**src/rtl/pulse_seq_scheduler_pkg.sv**
```systemverilog
`default_nettype none
// ============================================================================
//  Module   : pulse_seq_pkg
//  Purpose  : Shared types and constants for the pulse sequence scheduler:
//             FSM state encoding, default 0 V DAC code, slot index width and
//             the phase-timer width helper.
//  Ports    : none (package)
//  Revision : 1.0  initial release
// ============================================================================
package pulse_seq_pkg;

   typedef enum logic [2:0] {
      S_IDLE   = 3'd0,
      S_RD_HI  = 3'd1,
      S_RD_GAP = 3'd2,
      S_WR_HI  = 3'd3,
      S_WR_GAP = 3'd4,
      S_FINISH = 3'd5
   } pulse_state_t;

   // slot_idx is always 3 bits wide; this caps NUM_WRITE at 7
   localparam int         c_SLOT_W        = 3;
   localparam logic [7:0] c_ZERO_CODE_DEF = 8'd128;

   // Bits needed to hold (max width - 1); never narrower than one bit
   function automatic int timer_width(input int a, input int b, input int c);
      int max_w;
      max_w = a;
      if (b > max_w) max_w = b;
      if (c > max_w) max_w = c;
      return (max_w < 2) ? 1 : $clog2(max_w);
   endfunction

endpackage
`default_nettype wire

```
**src/rtl/pulse_seq_scheduler_if.sv**
```systemverilog
`default_nettype none
// ============================================================================
//  Module   : pulse_seq_scheduler_if
//  Purpose  : Control/status bundle between the key/control logic (master)
//             and the pulse sequence scheduler (slave).
//  Signals  : start, abort, read_code, write_code, wr_mask   master -> slave
//             dac_code, busy, done, slot_idx, sample_stb     slave -> master
//  Revision : 1.0  initial release
// ============================================================================
interface pulse_seq_scheduler_if
   import pulse_seq_pkg::*;
#(
   parameter int CODE_W    = 8,
   parameter int NUM_WRITE = 3
);
   logic                 start;
   logic                 abort;
   logic [CODE_W-1:0]    read_code;
   logic [CODE_W-1:0]    write_code;
   logic [NUM_WRITE-1:0] wr_mask;
   logic [CODE_W-1:0]    dac_code;
   logic                 busy;
   logic                 done;
   logic [c_SLOT_W-1:0]  slot_idx;
   logic                 sample_stb;

   modport master (
      output start, abort, read_code, write_code, wr_mask,
      input  dac_code, busy, done, slot_idx, sample_stb
   );

   modport slave (
      input  start, abort, read_code, write_code, wr_mask,
      output dac_code, busy, done, slot_idx, sample_stb
   );
endinterface
`default_nettype wire

```
**src/rtl/pulse_seq_scheduler_timer.sv**
```systemverilog
`default_nettype none
// ============================================================================
//  Module   : pulse_phase_timer
//  Purpose  : Loadable down-counter timing one pulse/gap phase. Loaded with
//             (phase width - 1) on phase entry; the phase ends on the cycle
//             the count reads zero. Holds at zero when not reloaded.
//  Ports    : clk, reset_n       clock, async active-low reset
//             load, load_val     reload request and value
//             expired            count == 0
//             at_one             count == 1 (next cycle is the last one)
//  Revision : 1.0  initial release
// ============================================================================
module pulse_phase_timer #(
   parameter int WIDTH = 18
) (
   input  logic             clk,
   input  logic             reset_n,
   input  logic             load,
   input  logic [WIDTH-1:0] load_val,
   output logic             expired,
   output logic             at_one
);
   logic [WIDTH-1:0] r_count;

   always_ff @(posedge clk or negedge reset_n) begin
      if (!reset_n) begin
         r_count <= '0;
      end else if (load) begin
         r_count <= load_val;
      end else if (r_count != '0) begin
         r_count <= r_count - WIDTH'(1);
      end
   end

   assign expired = (r_count == '0);
   assign at_one  = (r_count == WIDTH'(1));
endmodule
`default_nettype wire

```
**src/rtl/pulse_seq_scheduler.sv**
```systemverilog
`default_nettype none
// ============================================================================
//  Module   : pulse_seq_scheduler
//  Purpose  : Sequences one pulse train onto the DAC code path:
//             READ, then NUM_WRITE x (WRITE, READ), each pulse followed by a
//             zero-level gap. Codes and write mask are latched at start.
//  Ports    : clk, reset_n   clock, async active-low reset
//             bus (slave)    start/abort/codes/mask in;
//                            dac_code/busy/done/slot_idx/sample_stb out
//  Options  : PULSE_SEQ_SAMPLE_STB_EN - when defined, sample_stb pulses on the
//             last cycle of every read pulse; otherwise it is tied low.
//  Revision : 1.0  initial release
// ============================================================================
module pulse_seq_scheduler
   import pulse_seq_pkg::*;
#(
   parameter int                CODE_W    = 8,
   parameter logic [CODE_W-1:0] ZERO_CODE = CODE_W'(c_ZERO_CODE_DEF),
   parameter int                READ_W    = 150000,
   parameter int                WRITE_W   = 100000,
   parameter int                GAP_W     = 100000,
   parameter int                NUM_WRITE = 3
) (
   input  logic                 clk,
   input  logic                 reset_n,
   pulse_seq_scheduler_if.slave bus
);
   localparam int                    c_TMR_W     = timer_width(READ_W, WRITE_W, GAP_W);
   localparam logic [c_TMR_W-1:0]    c_READ_LD   = c_TMR_W'(READ_W - 1);
   localparam logic [c_TMR_W-1:0]    c_WRITE_LD  = c_TMR_W'(WRITE_W - 1);
   localparam logic [c_TMR_W-1:0]    c_GAP_LD    = c_TMR_W'(GAP_W - 1);
   localparam logic [c_SLOT_W-1:0]   c_LAST_SLOT = c_SLOT_W'(NUM_WRITE);
   localparam int                    c_NSLOT     = 1 << c_SLOT_W;

   pulse_state_t         r_state, w_state_nxt;
   logic [c_SLOT_W-1:0]  r_slot, w_slot_nxt;
   logic [CODE_W-1:0]    r_read_code, w_read_code_nxt;
   logic [CODE_W-1:0]    r_write_code, w_write_code_nxt;
   logic [NUM_WRITE-1:0] r_wr_mask, w_wr_mask_nxt;
   logic [CODE_W-1:0]    r_dac_code, w_dac_code_nxt;
   logic                 r_busy, w_busy_nxt;
   logic                 r_done, w_done_nxt;
   logic                 w_accept;
   logic                 w_tmr_load;
   logic [c_TMR_W-1:0]   w_tmr_load_val;
   logic                 w_tmr_expired;
   logic                 w_tmr_at_one;
   logic [c_NSLOT-1:0]   w_slot_en;

   pulse_phase_timer #(.WIDTH(c_TMR_W)) u_timer (
      .clk      (clk),
      .reset_n  (reset_n),
      .load     (w_tmr_load),
      .load_val (w_tmr_load_val),
      .expired  (w_tmr_expired),
      .at_one   (w_tmr_at_one)
   );

   // Per-slot write enable indexed by slot number; mask MSB is slot 1.
   // Slot 0 (first READ) and slots beyond NUM_WRITE never write.
   for (genvar k = 0; k < c_NSLOT; k++) begin : g_slot_en
      if (k >= 1 && k <= NUM_WRITE) begin : g_used
         assign w_slot_en[k] = w_wr_mask_nxt[NUM_WRITE-k];
      end else begin : g_none
         assign w_slot_en[k] = 1'b0;
      end
   end

   // ------------------------------------------------------------------
   // State register
   // ------------------------------------------------------------------
   always_ff @(posedge clk or negedge reset_n) begin
      if (!reset_n) begin
         r_state <= S_IDLE;
         r_slot  <= '0;
      end else begin
         r_state <= w_state_nxt;
         r_slot  <= w_slot_nxt;
      end
   end

   // ------------------------------------------------------------------
   // Next state, slot and phase-timer reload
   // ------------------------------------------------------------------
   always_comb begin
      w_state_nxt    = r_state;
      w_slot_nxt     = r_slot;
      w_tmr_load     = 1'b0;
      w_tmr_load_val = '0;
      w_accept       = 1'b0;
      if (bus.abort) begin
         // abort outranks everything, including a start in IDLE
         w_state_nxt = S_IDLE;
         w_slot_nxt  = '0;
      end else begin
         case (r_state)
            S_IDLE: begin
               if (bus.start) begin
                  w_accept       = 1'b1;
                  w_state_nxt    = S_RD_HI;
                  w_tmr_load     = 1'b1;
                  w_tmr_load_val = c_READ_LD;
               end
            end
            S_RD_HI: begin
               if (w_tmr_expired) begin
                  w_state_nxt    = S_RD_GAP;
                  w_tmr_load     = 1'b1;
                  w_tmr_load_val = c_GAP_LD;
               end
            end
            S_RD_GAP: begin
               if (w_tmr_expired) begin
                  if (r_slot < c_LAST_SLOT) begin
                     w_state_nxt    = S_WR_HI;
                     w_slot_nxt     = r_slot + c_SLOT_W'(1);
                     w_tmr_load     = 1'b1;
                     w_tmr_load_val = c_WRITE_LD;
                  end else begin
                     w_state_nxt = S_FINISH;
                     w_slot_nxt  = '0;
                  end
               end
            end
            S_WR_HI: begin
               if (w_tmr_expired) begin
                  w_state_nxt    = S_WR_GAP;
                  w_tmr_load     = 1'b1;
                  w_tmr_load_val = c_GAP_LD;
               end
            end
            S_WR_GAP: begin
               if (w_tmr_expired) begin
                  w_state_nxt    = S_RD_HI;
                  w_tmr_load     = 1'b1;
                  w_tmr_load_val = c_READ_LD;
               end
            end
            S_FINISH: begin
               w_state_nxt = S_IDLE;
               w_slot_nxt  = '0;
            end
            default: begin
               w_state_nxt = S_IDLE;
               w_slot_nxt  = '0;
            end
         endcase
      end
   end

   // ------------------------------------------------------------------
   // Output decode from the next state so every output is a flop and
   // dac_code follows start by exactly one cycle. On the accepting edge
   // the live inputs are used because the latches load on that same edge.
   // ------------------------------------------------------------------
   always_comb begin
      w_read_code_nxt  = w_accept ? bus.read_code  : r_read_code;
      w_write_code_nxt = w_accept ? bus.write_code : r_write_code;
      w_wr_mask_nxt    = w_accept ? bus.wr_mask    : r_wr_mask;
      w_dac_code_nxt   = ZERO_CODE;
      case (w_state_nxt)
         S_RD_HI: w_dac_code_nxt = w_read_code_nxt;
         S_WR_HI: begin
            if (w_slot_en[w_slot_nxt]) begin
               w_dac_code_nxt = w_write_code_nxt;
            end
         end
         default: w_dac_code_nxt = ZERO_CODE;
      endcase
      w_busy_nxt = (w_state_nxt != S_IDLE) && (w_state_nxt != S_FINISH);
      w_done_nxt = (w_state_nxt == S_FINISH);
   end

   always_ff @(posedge clk or negedge reset_n) begin
      if (!reset_n) begin
         r_read_code  <= '0;
         r_write_code <= '0;
         r_wr_mask    <= '0;
         r_dac_code   <= ZERO_CODE;
         r_busy       <= 1'b0;
         r_done       <= 1'b0;
      end else begin
         r_read_code  <= w_read_code_nxt;
         r_write_code <= w_write_code_nxt;
         r_wr_mask    <= w_wr_mask_nxt;
         r_dac_code   <= w_dac_code_nxt;
         r_busy       <= w_busy_nxt;
         r_done       <= w_done_nxt;
      end
   end

   assign bus.dac_code = r_dac_code;
   assign bus.busy     = r_busy;
   assign bus.done     = r_done;
   assign bus.slot_idx = r_slot;

`ifdef PULSE_SEQ_SAMPLE_STB_EN
   // Strobe the cycle whose remaining count will be zero: either a fresh
   // RD_HI of width 1, or staying in RD_HI while the count steps 1 -> 0.
   localparam bit c_READ_ONE = (READ_W == 1);
   logic r_sample_stb;
   logic w_sample_stb_nxt;

   assign w_sample_stb_nxt = (w_state_nxt == S_RD_HI) &&
                             (w_tmr_load ? c_READ_ONE : w_tmr_at_one);

   always_ff @(posedge clk or negedge reset_n) begin
      if (!reset_n) begin
         r_sample_stb <= 1'b0;
      end else begin
         r_sample_stb <= w_sample_stb_nxt;
      end
   end

   assign bus.sample_stb = r_sample_stb;
`else
   logic w_unused_at_one;
   assign w_unused_at_one = w_tmr_at_one;
   assign bus.sample_stb  = 1'b0;
`endif

endmodule
`default_nettype wire

```
**src/flat_wrapper.sv**
```systemverilog
// flat-port wrapper written by rule: the top's interface ports become plain ports
module pulse_seq_scheduler_flat import pulse_seq_pkg::*;
#(
   parameter int                CODE_W    = 8,
   parameter logic [CODE_W-1:0] ZERO_CODE = CODE_W'(c_ZERO_CODE_DEF),
   parameter int                READ_W    = 150000,
   parameter int                WRITE_W   = 100000,
   parameter int                GAP_W     = 100000,
   parameter int                NUM_WRITE = 3
)
  (clk, reset_n, bus_start, bus_abort, bus_read_code, bus_write_code, bus_wr_mask, bus_dac_code, bus_busy, bus_done, bus_slot_idx, bus_sample_stb);
  pulse_seq_scheduler_if #(.CODE_W(CODE_W), .NUM_WRITE(NUM_WRITE)) bus_i ();
  input  logic clk;
  input  logic reset_n;
  input wire logic [$bits(bus_i.start)-1:0] bus_start;
  input wire logic [$bits(bus_i.abort)-1:0] bus_abort;
  input wire logic [$bits(bus_i.read_code)-1:0] bus_read_code;
  input wire logic [$bits(bus_i.write_code)-1:0] bus_write_code;
  input wire logic [$bits(bus_i.wr_mask)-1:0] bus_wr_mask;
  output wire logic [$bits(bus_i.dac_code)-1:0] bus_dac_code;
  output wire logic [$bits(bus_i.busy)-1:0] bus_busy;
  output wire logic [$bits(bus_i.done)-1:0] bus_done;
  output wire logic [$bits(bus_i.slot_idx)-1:0] bus_slot_idx;
  output wire logic [$bits(bus_i.sample_stb)-1:0] bus_sample_stb;
  assign bus_i.start = bus_start;
  assign bus_i.abort = bus_abort;
  assign bus_i.read_code = bus_read_code;
  assign bus_i.write_code = bus_write_code;
  assign bus_i.wr_mask = bus_wr_mask;
  assign bus_dac_code = bus_i.dac_code;
  assign bus_busy = bus_i.busy;
  assign bus_done = bus_i.done;
  assign bus_slot_idx = bus_i.slot_idx;
  assign bus_sample_stb = bus_i.sample_stb;
  pulse_seq_scheduler #(.CODE_W(CODE_W), .ZERO_CODE(ZERO_CODE), .READ_W(READ_W), .WRITE_W(WRITE_W), .GAP_W(GAP_W), .NUM_WRITE(NUM_WRITE)) u_core (.clk(clk), .reset_n(reset_n), .bus(bus_i));
endmodule
```
**config.mk**
```make
export PLATFORM = sky130hd
export DESIGN_NAME = pulse_seq_scheduler_flat
export DESIGN_NICKNAME = d
export VERILOG_FILES = /design/src/rtl/pulse_seq_scheduler_pkg.sv /design/src/rtl/pulse_seq_scheduler_if.sv /design/src/rtl/pulse_seq_scheduler_timer.sv /design/src/rtl/pulse_seq_scheduler.sv /design/src/flat_wrapper.sv
export SDC_FILE = /design/constraint.sdc
export NUM_CORES = 1
export LEC_CHECK = 0
export ABC_AREA = 0
export CAP_MARGIN = 20
export CORE_UTILIZATION = 30
export DETAILED_ROUTE_END_ITERATION = 10
export PLACE_DENSITY = 0.52
export SLEW_MARGIN = 10
export SYNTH_ARGS = -nofsm -noshare
export SYNTH_HDL_FRONTEND = slang
export SYNTH_SLANG_ARGS = --single-unit
```
**constraint.sdc**
```tcl
create_clock -name clk -period 7.3 [get_ports clk]
set_input_delay 0.73 -clock clk [delete_from_list [all_inputs] [get_ports clk]]
set_output_delay 0.73 -clock clk [all_outputs]
set_load 0.05 [all_outputs]
```
==> impl_metrics.yaml, run 1 <==
clock_network:
  clkTransAtPathRegs_ps: 90
  insertion_delay_ps: 310
  cts_max_level: 2
  post-cts-setup-buffer-count: 0
  cts_resized: 0
  clock_path_buffers: 2
  cts_tree: "done"
  cts_buffers: 5
  cts-hold-fix-buffers: 0
  clkSinkCount: 53
  cts_root_buffer: "clkbuf_8"
place:
  dp_hpwl_microns: 3980
  gp_congestion: 0.765
  portBuffers: 35
grt:
  grt.total_usage_pct: 13.4
  antenna_found_initial: 0
  grt_overflow: 0
  grt_pass1_vias: 2011
  grt_max_degree: 54
  grt_pass1_wl_microns: 10100
final_layout:
  area.growth.synth_to_final_pct: 19.3
  antenna_cells: 0
  final_nets: 300
  drive_gt1_share_pct: 16.3
synthesis:
  muxShareOfSynthArea_pct: 9.19
  synth_flop_cell: "dfrtp_1"
  synth_top_family_by_area: "simple AND/OR/NAND/NOR gates"
  synth_edf_count: 0
  synth_xor_area_share_pct: 5.20
  synthCells: 244
  yosysWarnings: 0
  syn_nets: 269
  ys_ff_latch: 53
  yosysUniqueCellTypes: 57
  synth-simple-area-share_pct: 19.7
  synthArstFlopShare_pct: 100
  syn_area_sq_um: 2700
  synth-compound-area-share_pct: 12.7
  seq_area_frac_synth_pct: 49.3
  synthAdderAreaFrac_pct: 0.929
  syn_area_per_cell_sq_um: 11.0
sta:
  whs_ps: 506
  clock.fmax_mhz: 281
  maxSlewHeadroom_pct: 36.7
  rsz0062_at_grt: "no"
  finClkSkew_ps: 10.2
  slew_violations: 0
  fin_crit_ps: 3560
  setup_violations: 0
  finalHoldViolCount: 0
  tightest_slew_ps: 947
  fin_setup_tns_ps: 0
  final.period_utilization_pct: 48.7
routing:
  vias: 1952
  drt_iter0_markers: 118
  detail_route.vias_per_cell: 5.08
  drtPass1Iterations: 4
  route.met2.wl_microns: 2630
  top_layer_used: "met4"
  drc: 0
  wl_per_cell_microns: 15.0
  met3RoutedLength_microns: 188
  wl_met1_microns: 2870
  antenna_left: 0
  routed_wl_microns: 5760
setup_path:
  cp_max_fo: 20
  reg2regPathDepth: 8
  crit_arrival_ps: 3740
  criticalPathCategory: "input pin to flop"
  endpoint_kind: "flop"
  reg2reg_slack_ps: 3970
  cp_data_required_time_ps: 7480
  startpoint_type: "input pin"
floorplan:
  initial_utilization_pct: 30.9
  dieArea_sq_um: 9370
  ioPinCount: 37
  coreArea_sq_um: 8720
  die_height_microns: 96.8
  rows: 34
  die_w_microns: 96.8
hold_path:
  holdCritPathClass: "flop to flop"
  hold_depth: 1
power:
  leakage_nw: 1.26
  total_power_mw: 0.651
  vdd_drop_max_uv: 73.9
  power_density_nw_per_um2: 202
flow_run:
  drv_cap: 0
status:
  run_status: "complete, no violations"
-- registers in the layout, summed over array words and instances (netlist names) --
signal                  cells
u_core.u_timer.r_count     18
u_core.bus.dac_code         8
u_core.r_read_code          8
u_core.r_write_code         8
u_core.bus.slot_idx         3
u_core.r_state              3
u_core.r_wr_mask            3
u_core.bus.busy             1
u_core.bus.done             1
-- layer usage --
layer  GRT usage (%)  up-vias
met5               0        -
met4            4.59        0
li1                -      943
met3            2.38        5
met2            20.0       38
met1            19.4      966
-- cell type report --
class / count / area [sq um]
fill: 866 / 5510
sequential: 53 / 1330
multi-input combinational: 174 / 1290
timing repair buffer: 36 / 353
tap: 108 / 135
clock buffer: 5 / 68.8
clock inverter: 3 / 22.5
inverter: 5 / 18.8
-- path summary, 6_finish.rpt --
kind / endpoint / startpoint
worst max-delay path: u_core.bus.dac_code[2] / bus_abort
worst min-delay path: u_core.r_write_code[1] / u_core.r_write_code[1]
worst max register to register: u_core.bus.busy / u_core.u_timer.r_count[0]
worst min register to register: u_core.r_write_code[1] / u_core.r_write_code[1]
max in group asynchronous: u_core.bus.dac_code[4] / reset_n
min in group asynchronous: u_core.u_timer.r_count[0] / reset_n
-- layout by cell type (no fill, tap or decap), types with 2 or more instances in the layout --
cell type | Yosys | final
nor2_1 | 16 | 16
nand3_1 | 2 | 2
xnor2_1 | 9 | 9
dfrtp_1 | 52 | 52
nand4_1 | 2 | 2
nor4_1 | 5 | 5
nand4b_1 | 7 | 7
clkbuf_8 | 0 | 5
nand2b_1 | 2 | 2
inv_1 | 5 | 5
or4_1 | 3 | 3
nand2_1 | 23 | 23
nor2b_1 | 2 | 2
a31oi_2 | 2 | 2
clkdlybuf4s50_1 | 0 | 34
and2_1 | 2 | 2
or2_2 | 2 | 2
a31oi_1 | 4 | 4
clkinv_4 | 0 | 2
a211oi_1 | 4 | 4
o31ai_1 | 9 | 9
xor2_1 | 7 | 7
mux2_2 | 20 | 20
or3_1 | 6 | 6
ha_1 | 2 | 2
a21oi_1 | 4 | 4
nand3b_1 | 3 | 3
o21ai_0 | 6 | 6
nor3_1 | 7 | 7
-- per-stage QoR --
step / setup WS (ps) / instance area [sq um] / util, % / instances
6_report: 3740 / 3220 / 36.9 / 384
5_1_grt: 3430 / 3220 / 36.9 / 384
4_1_cts: 3690 / 3220 / 36.9 / 384
3_5_place_dp: 3350 / 3120 / 35.8 / 376
3_3_place_gp: 3390 / 3120 / 35.8 / 376
2_1_floorplan: 4510 / 2700 / - / 244
-- synthesized netlist by cell type, drive strengths merged, types with 4 or more instances --
library cell	number	share of area (%)
buf	5	1.2
mux2	20	8.4
or3	6	1.4
nor2	17	2.5
nand2	24	3.4
nand4b	8	3.2
clkbuf	7	0.98
o21ai	7	1.3
dfrtp	52	48
o31ai	9	2.5
xor2	7	2.3
a31oi	6	1.9
nor4	6	1.9
nor3	7	1.3
or4	4	1.3
xnor2	9	2.9
a211oi	4	1.1
a21oi	4	0.74
inv	5	0.70
-- worst max-delay path, stage by stage --
cell and delay, ps:
clkdlybuf4s50_1 730, nor2_1 300, nand3_1 690, mux2_2 550, or3_1 530, nand2_1 120
o31ai_1 80
-- kinds of logic (layout without fill, tap and decap cells) --
| logic type | Yosys count | after routing |
|---|---|---|
| flops | 53 | 53 |
| compound gates | 43 | 43 |
| other cells | 1 | 1 |
| simple gates | 91 | 91 |
| xor+xnor | 16 | 16 |
| buf+inv | 17 | 49 |
| fa+ha+maj | 2 | 2 |
| mux | 21 | 21 |
-- power breakdown --
group | leakage (nW) | internal, mW | switching (mW)
sequential | 0.640 | 0.330 | 0.0179
combinational | 0.574 | 0.0617 | 0.0739
clock | 0.0481 | 0.0683 | 0.0990
total | 1.26 | 0.460 | 0.191
Note: power is estimated with default switching activity, not from simulation.
==> run 2: changes to the inputs <==
- PLACE_DENSITY: 0.52 -> 0.54
- clock period: 7.3 -> 2.89 ns (I/O delays scaled with it)
==> impl_metrics.yaml, run 2 (synthesis gave the netlist of run 1 again) <==
status:
  run_status: "complete, no violations"
setup_path:
  startpoint_type: "flop"
  crit_arrival_ps: 2990
  crit_end: "u_core.bus.busy"
  crit_path_start: "u_core.u_timer.r_count[0]"
  endpoint_kind: "flop"
  reg2reg_slack_ps: 100
  criticalPathCategory: "flop to flop"
  r2r_end: "u_core.bus.busy"
  cp_data_required_time_ps: 3090
  reg2regPathDepth: 9
  cp_max_fo: 5
  reg2reg_from: "u_core.u_timer.r_count[0]"
power:
  vdd_drop_max_uv: 173
  total_power_mw: 1.75
  power_density_nw_per_um2: 517
  leakage_nw: 1.35
place:
  dp_hpwl_microns: 4310
  place_area_sq_um: 3260
  placedCellCount: 392
  gp_congestion: 0.794
  portBuffers: 35
final_layout:
  area.growth.synth_to_final_pct: 26.0
  largest_reg_flops: 18
  final_nets: 317
  ff_latch_area_sq_um: 1330
  drive_gt1_share_pct: 21.5
  regMostFlops: "u_core.u_timer.r_count"
  final_cell_mix: "dfrtp_1, clkdlybuf4s50_1, nand2_1"
  stdcell_area_sq_um: 3390
  instances_no_fill: 401
  multiInputGateArea_sq_um: 1310
  antenna_cells: 0
  fillers: 846
  layout_commonest_cell: "dfrtp_1"
routing:
  drc: 0
  routed_wl_microns: 5920
  wl_per_cell_microns: 14.8
  vias: 1999
  drtPass1Iterations: 4
  detail_route.vias_per_cell: 4.99
  drt_iter0_markers: 101
  antenna_left: 0
grt:
  antenna_found_initial: 0
  grt_max_degree: 35
  grt_pass1_vias: 1952
  grt_pass1_wl_microns: 10100
  grt.total_usage_pct: 13.4
  grt_overflow: 0
floorplan:
  die_height_microns: 96.8
  ioPinCount: 37
  coreArea_sq_um: 8720
  rows: 34
  die_w_microns: 96.8
  dieArea_sq_um: 9370
  initial_utilization_pct: 30.9
clock_network:
  post-cts-setup-buffer-count: 0
  clkTransAtPathRegs_ps: 90
  clock_path_buffers: 2
  insertion_delay_ps: 310
  cts_buffers: 5
  cts_max_level: 2
  cts_root_buffer: "clkbuf_8"
  cts_tree: "done"
  clkSinkCount: 53
sta:
  whs_ps: 453
  maxSlewHeadroom_pct: 65.3
  tightest_slew_ps: 519
  slew_violations: 0
  fin_crit_ps: 2790
  final.period_utilization_pct: 96.4
  finalHoldViolCount: 0
  clock.fmax_mhz: 359
  setup_violations: 0
  rsz0062_at_grt: "yes"
  finClkSkew_ps: 9.56
flow_run:
  drv_cap: 0
hold_path:
  holdCritPathClass: "input pin to async pin"
[run 2: cell count changes in the layout (fill, tap and decap cells not counted), sizes merged]
cell and delta:
clkinv -2, dlygate4sd3 +1, bufinv +1, clkbuf +1, buf +16
[run 2: routing by layer]
layer,track usage (%),vias to the layer above,wire (microns)
li1,-,981,-
met1,19.6,971,2930
met2,19.7,37,2700
met3,2.24,10,183
met4,5.17,0,106
met5,0,-,0
[run 2: critical path: stages (launching register included)]
cell      delay (ps)
dfrtp_1          390
inv_1             90
ha_1             180
or4b_4           520
or3_1            450
o311ai_2         290
buf_4            170
o211ai_4         110
nand2b_1         140
mux2_2           350
[run 2: worst min-delay path by stage]
stage                  from                      to  slack (ps)
floorplan           reset_n         u_core.bus.busy          -7
global placement    reset_n  u_core.r_write_code[2]         270
detailed placement  reset_n   u_core.r_read_code[2]         270
CTS                 reset_n   u_core.r_read_code[2]         450
global route        reset_n   u_core.r_read_code[2]         490
finish              reset_n   u_core.r_read_code[2]         450
[run 2: layout make-up]
class / instances / share of cell area [%]
inverter: 5 / 0.553
timing repair buffer: 53 / 14.6
clock inverter: 2 / 1.14
multi-input combinational: 174 / 38.5
tap: 108 / 3.98
sequential: 53 / 39.1
clock buffer: 6 / 2.14
[run 2: metrics by stage]
step / utilization, % / TNS (ps) / worst slack (ps)
2_1_floorplan: - / 0 / 98.1
3_3_place_gp: 37.3 / 0 / 47.3
3_5_place_dp: 37.3 / -70.8 / -17.4
4_1_cts: 38.8 / 0 / 9.89
5_1_grt: 38.9 / -11.0 / -8.23
6_report: 38.9 / 0 / 103
[run 2: power breakdown]
part	switching [mW]	total (mW)	internal, mW
clock network	0.248	0.508	0.260
logic	0.193	0.365	0.172
registers	0.0466	0.881	0.834
total	0.488	1.75	1.27
[run 2: repair_timing]
action | CTS | global route
pin swaps | 0 | 1
setup endpoints to repair | 8 | 11
hold buffers | 1 | 0
hold endpoints to repair | 19 | 0
gates resized for setup | 1 | 2
